===== src/rtl/pipe_hazard_ctrl.sv =====
// Hazard and sequencing controller for the 5-stage 16-bit pipeline.
// Generates stall/flush controls, ALU forwarding selects and memory-wait diagnostics.
//
// state       | meaning
// ------------+---------------------------------------------------------
// RUN         | no hazard was seen on the previous cycle
// LOAD_BUBBLE | a load-use bubble was inserted on the previous cycle
// MEM_WAIT    | a data-memory access was waiting on the previous cycle
module pipe_hazard_ctrl #(
    parameter int ADDR_W     = 4,
    parameter int WAIT_LIMIT = 255,
    parameter int CNT_W      = 16
) (
    input  logic              clk,
    input  logic              reset,
    input  logic [ADDR_W-1:0] rs1D,
    input  logic [ADDR_W-1:0] rs2D,
    input  logic              useRs1D,
    input  logic              useRs2D,
    input  logic [ADDR_W-1:0] destAddE,
    input  logic              RegWriteE,
    input  logic              MemToRegE,
    input  logic [ADDR_W-1:0] destAddM,
    input  logic              RegWriteM,
    input  logic [ADDR_W-1:0] destAddW,
    input  logic              RegWriteW,
    input  logic              branchTakenE,
    input  logic              memReqM,
    input  logic              memReadyM,
    output logic              stallF,
    output logic              stallD,
    output logic              stallE,
    output logic              stallM,
    output logic              flushD,
    output logic              flushE,
    output logic [1:0]        fwdSel1E,
    output logic [1:0]        fwdSel2E,
    output logic              memTimeout,
    output logic [CNT_W-1:0]  stallCount,
    output logic [1:0]        stateOut
);

    localparam logic [1:0]  S_RUN  = 2'd0;
    localparam logic [1:0]  S_LB   = 2'd1;
    localparam logic [1:0]  S_MW   = 2'd2;
    localparam logic [16:0] LIMIT  = 17'(WAIT_LIMIT);

    logic [1:0]        state;
    logic [1:0]        state_nxt;
    logic              mem_wait;
    logic              load_use;
    logic [ADDR_W-1:0] rs1E;
    logic [ADDR_W-1:0] rs2E;
    logic              use1E;
    logic              use2E;
    logic [15:0]       wait_cnt;
    logic [16:0]       wait_inc;

    assign mem_wait = memReqM & ~memReadyM;
    assign load_use = RegWriteE & MemToRegE &
                      ((useRs1D & (rs1D == destAddE)) | (useRs2D & (rs2D == destAddE)));

    always_ff @(posedge clk or negedge reset) begin
        if (!reset) state <= S_RUN;
        else        state <= state_nxt;
    end

    always_comb begin
        state_nxt = S_RUN;
        if (mem_wait)                       state_nxt = S_MW;
        else if (load_use && !branchTakenE) state_nxt = S_LB;
    end

    // Controls are Mealy: they react to the hazard in the same cycle it is visible.
    always_comb begin
        stallF = 1'b0;
        stallD = 1'b0;
        stallE = 1'b0;
        stallM = 1'b0;
        flushD = 1'b0;
        flushE = 1'b0;
        if (reset) begin
            if (mem_wait) begin
                stallF = 1'b1;
                stallD = 1'b1;
                stallE = 1'b1;
                stallM = 1'b1;
            end else if (branchTakenE) begin
                flushD = 1'b1;
                flushE = 1'b1;
            end else if (load_use) begin
                stallF = 1'b1;
                stallD = 1'b1;
                flushE = 1'b1;
            end
        end
    end

    assign stateOut = state;

    always_ff @(posedge clk or negedge reset) begin
        if (!reset) begin
            rs1E  <= '0;
            rs2E  <= '0;
            use1E <= 1'b0;
            use2E <= 1'b0;
        end else if (stallE) begin
            rs1E  <= rs1E;
            rs2E  <= rs2E;
            use1E <= use1E;
            use2E <= use2E;
        end else if (flushE) begin
            rs1E  <= '0;
            rs2E  <= '0;
            use1E <= 1'b0;
            use2E <= 1'b0;
        end else begin
            rs1E  <= rs1D;
            rs2E  <= rs2D;
            use1E <= useRs1D;
            use2E <= useRs2D;
        end
    end

    always_comb begin
        fwdSel1E = 2'b00;
        fwdSel2E = 2'b00;
        if (reset) begin
            if (use1E && RegWriteM && (destAddM == rs1E))      fwdSel1E = 2'b10;
            else if (use1E && RegWriteW && (destAddW == rs1E)) fwdSel1E = 2'b01;
            if (use2E && RegWriteM && (destAddM == rs2E))      fwdSel2E = 2'b10;
            else if (use2E && RegWriteW && (destAddW == rs2E)) fwdSel2E = 2'b01;
        end
    end

    // Every cycle the access is still waiting counts, including the one that enters MEM_WAIT;
    // the counter parks at the limit so it cannot wrap.
    assign wait_inc = {1'b0, wait_cnt} + 17'd1;

    always_ff @(posedge clk or negedge reset) begin
        if (!reset) begin
            wait_cnt   <= '0;
            memTimeout <= 1'b0;
        end else if (mem_wait) begin
            if ({1'b0, wait_cnt} < LIMIT) wait_cnt <= wait_inc[15:0];
            if (wait_inc >= LIMIT)        memTimeout <= 1'b1;
        end else begin
            wait_cnt <= '0;
        end
    end

    always_ff @(posedge clk or negedge reset) begin
        if (!reset)                        stallCount <= '0;
        else if (stallF && !(&stallCount)) stallCount <= stallCount + 1'b1;
    end

endmodule


===== config.mk =====
export PLATFORM = sky130hd
export DESIGN_NAME = pipe_hazard_ctrl
export DESIGN_NICKNAME = d
export VERILOG_FILES = /design/src/rtl/pipe_hazard_ctrl.sv
export SDC_FILE = /design/constraint.sdc
export NUM_CORES = 1
export LEC_CHECK = 0
export CORE_MARGIN = 2
export CORE_UTILIZATION = 47
export CTS_BUF_LIST = sky130_fd_sc_hd__clkbuf_8
export CTS_CLUSTER_DIAMETER = 150
export CTS_CLUSTER_SIZE = 30
export DETAILED_ROUTE_END_ITERATION = 7
export PLACE_DENSITY = 0.9
export SYNTH_ARGS = -nofsm -noshare
export SYNTH_HDL_FRONTEND = slang
export SYNTH_SLANG_ARGS = --single-unit

===== constraint.sdc =====
create_clock -name clk -period 1.9 [get_ports clk]
set_input_delay 0.38 -clock clk [delete_from_list [all_inputs] [get_ports clk]]
set_output_delay 0.38 -clock clk [all_outputs]
set_load 0.05 [all_outputs]

==> run_results.csv <==
group,metric,value,unit
global_routing,track_usage,25.17,%
sta,finalCritPeriodShare,109.0,%
pwr,p_leak,0.001773,uW
clocking,clk_latency,0.30,ns
hold_path,hp-class,"primary input to asynchronous set/reset pin",
synthesis,ys_types,45,
place,dp_hpwl,4732,um
sta,worst_pin_slew,0.7739,ns
place,port-buffer-count,59,
global_routing,globalRouteOverflowTotal,0,
floorplan,initial_core_util,49.17,%
clocking,cts-root-buf,"clkbuf_8",
detailed_routing,wl,7963,um
worst_setup_path,reg2reg_slack,-0.04,ns
worst_setup_path,cpMostUsedCell,"buf_4",
outcome,violations,"negative setup slack",
cells_and_area,final_nets,389,
sta,rsz0062_at_grt,"yes",
sta,fin_crit,2.071,ns
clocking,hold_buffers,0,
worst_setup_path,crit_chain,"buf_4 -> xor2_2 -> nor3_2 -> buf_4 -> nand4_1 -> buf_4 -> nand2_4 -> buf_12",
detailed_routing,postRouteAntennaNets,0,
cells_and_area,fill_cells,331,
synthesis,syn_area_per_cell,10.11,um2
sta,max_slew_margin,48.10,%
sta,setup_violations,11,
floorplan,die_area,5980,um2
synthesis,async_flop_share,100.0,%
detailed_routing,drt_iter0_drc,182,
detailed_routing,num_vias,2496,
floorplan,die_x,77.33,um
global_routing,grt_max_degree,37,
worst_setup_path,cp_data_required_time,1.52,ns
clocking,clk_path_buf_depth,2,
worst_setup_path,cpPeakStageDelay,0.24,ns
worst_setup_path,cp-start-kind,"primary input",
cells_and_area,drive_above_1_share,44.94,%
detailed_routing,wl_per_cell,18.65,um
clocking,path_clk_slew,0.08,ns
outcome,outcome,"complete, but fails checks",
cells_and_area,syn2layout_area_growth,53.32,%
detailed_routing,viasPerCell,5.845,
sta,slew_viol_final,0,
synthesis,synth_flop_cell,"dfrtp_1",
worst_setup_path,cp_max_fo,3,
flow_run,cap_violations,0,
worst_setup_path,r2r-start,"wait_cnt[1]",
place,gp_congestion,0.8738,
worst_setup_path,end_kind,"output pin",
floorplan,rows,26,
clocking,cts_tree,"done",
synthesis,synthesis.area,2527,um2
clocking,htree_num_levels,2,
clocking,cts.sinks,45,
synthesis,synth_edf_count,0,
detailed_routing,drc,0,
worst_setup_path,cp-startpoint,"destAddE[3]",
global_routing,antenna_found_initial,0,
sta,worst_slack,-0.1715,ns
synthesis,syn_nets,284,
cells_and_area,fin_util,75.39,%
worst_setup_path,arrival,1.69,ns
synthesis,yosysSeqAreaShare,44.55,%
worst_setup_path,cp_slowest_cell,"nor3_2",
synthesis,synthCells,250,
floorplan,die_h,77.33,um
synthesis,ys_seq_elements,45,
floorplan,io_pins,60,
global_routing,grt_pass1_wl,11990,um
sta,setup_tns,-0.7711,ns
floorplan,core_area,5140,um2
global_routing,first_global_vias,2441,
sta,fmax,0.4827,GHz
pwr,power_density,696.3,nW/um2
sta,hold_viol_final,0,
clocking,cts_buffers,5,
detailed_routing,drtPass1Iterations,4,
synthesis,ys_warn_count,0,
pwr,vdd_drop_max,0.8681,mV
sta,finClkSkew,0.002909,ns
worst_setup_path,crit_type,"primary input to output pin",
-- per-stage QoR --
step / setup slack, ns / total power, uW / area, um2 / hold slack (ns) / instances
2_1_floorplan: -0.1440 / 1515 / 2567 / 0.08441 / 250
3_5_place_dp: -0.5518 / 1848 / 3425 / 0.3821 / 397
4_1_cts: -0.08262 / 2642 / 3695 / 0.05483 / 417
5_1_grt: -0.1883 / 2816 / 3872 / 0.06455 / 426
3_3_place_gp: -0.4859 / 1822 / 3425 / 0.3786 / 397
6_report: -0.1715 / 2698 / 3875 / 0.06191 / 427
-- path summary, 6_finish.rpt --
path                                  to  cells past startpoint
min                         wait_cnt[10]                      2
max                               stallD                      8
max in group asynchronous  stallCount[5]                      3
max reg2reg                   memTimeout                      7
min reg2reg                stallCount[5]                      1
min in group clk                 rs1E[0]                      2
-- cells by family after synthesis --
| family | after synthesis | share of synthesized area [%] |
|---|---|---|
| xor+xnor | 41 | 14.21 |
| fa+ha+maj | 3 | 1.485 |
| flops | 45 | 44.55 |
| mux | 5 | 2.178 |
| simple gates | 107 | 24.16 |
| compound gates | 28 | 9.505 |
| buf+inv | 21 | 3.910 |
-- sequential cells by signal, summed over array words and instances, names as in the netlist --
register / cells
memTimeout: 1
stallCount: 16
stateOut: 2
rs1E: 4
use1E: 1
use2E: 1
rs2E: 4
wait_cnt: 16
-- cell usage after synthesis, types with 3 or more instances --
cell type  instances  area (um2)
a22o_1            10       87.58
and2_1            10       62.56
and3_1             5       31.28
and3_2             4       30.03
buf_2              3       15.01
clkbuf_1           3       11.26
dfrtp_1           45        1126
ha_1               3       37.54
inv_1             11       41.29
mux2_2             4       45.04
nand2_1           18       67.56
nand3_1           13       65.06
nand4_1           13       81.33
nor2_1            17       63.81
nor3_1            10       50.05
nor3b_1            3       22.52
xnor2_1           30       262.8
xor2_1            11       96.34
-- per-layer routing --
layer	routed length [um]	track usage, %
met5	0	0
met3	437	4.535
met4	362	9.286
met2	4161	45.22
met1	3001	30.01
-- worst max-delay path, delay by kind of cell --
kind / cells / cell delay (ns)
buf+inv: 4 / 0.64
xor+xnor: 1 / 0.16
simple gates: 3 / 0.50
-- power breakdown --
part	switching, uW	internal (uW)	leakage [uW]
Combinational	488	360	0.00113
Sequential	56.7	1040	0.000585
Clock	331	428	0.0000574
Total	876	1820	0.00177
-- what timing repair did --
| action | CTS | global route |
|---|---|---|
| gates resized for setup | 90 | 24 |
| hold endpoints to repair | 0 | 0 |
| setup endpoints to repair | 36 | 22 |
| pin swaps | 27 | 21 |
| buffers inserted | 12 | 10 |
-- area by class of cell --
| class | instances | area (um2) | share of cell area (%) |
|---|---|---|---|
| multi-input combinational | 184 | 1505 | 38.84 |
| sequential | 45 | 1140 | 29.42 |
| timing repair buffer | 108 | 974.7 | 25.15 |
| tap | 70 | 87.58 | 2.260 |
| clock buffer | 6 | 82.58 | 2.131 |
| inverter | 11 | 45.04 | 1.162 |
| clock inverter | 2 | 37.54 | 0.9687 |
| antenna | 1 | 2.502 | 0.06458 |
-- layout by cell type (no fill, tap or decap), types with 10 or more instances in the layout --
master         Yosys  routed
a22o_1            10      10
buf_4              2      64
dfrtp_1           45      34
dfrtp_2            0      11
dlygate4sd2_1      0      10
nand2_1           18      17
nand3_1           13      11
nand4_1           13      13
nor2_1            17      14
xnor2_1           30      22
Power figures use the tool's default switching activity.
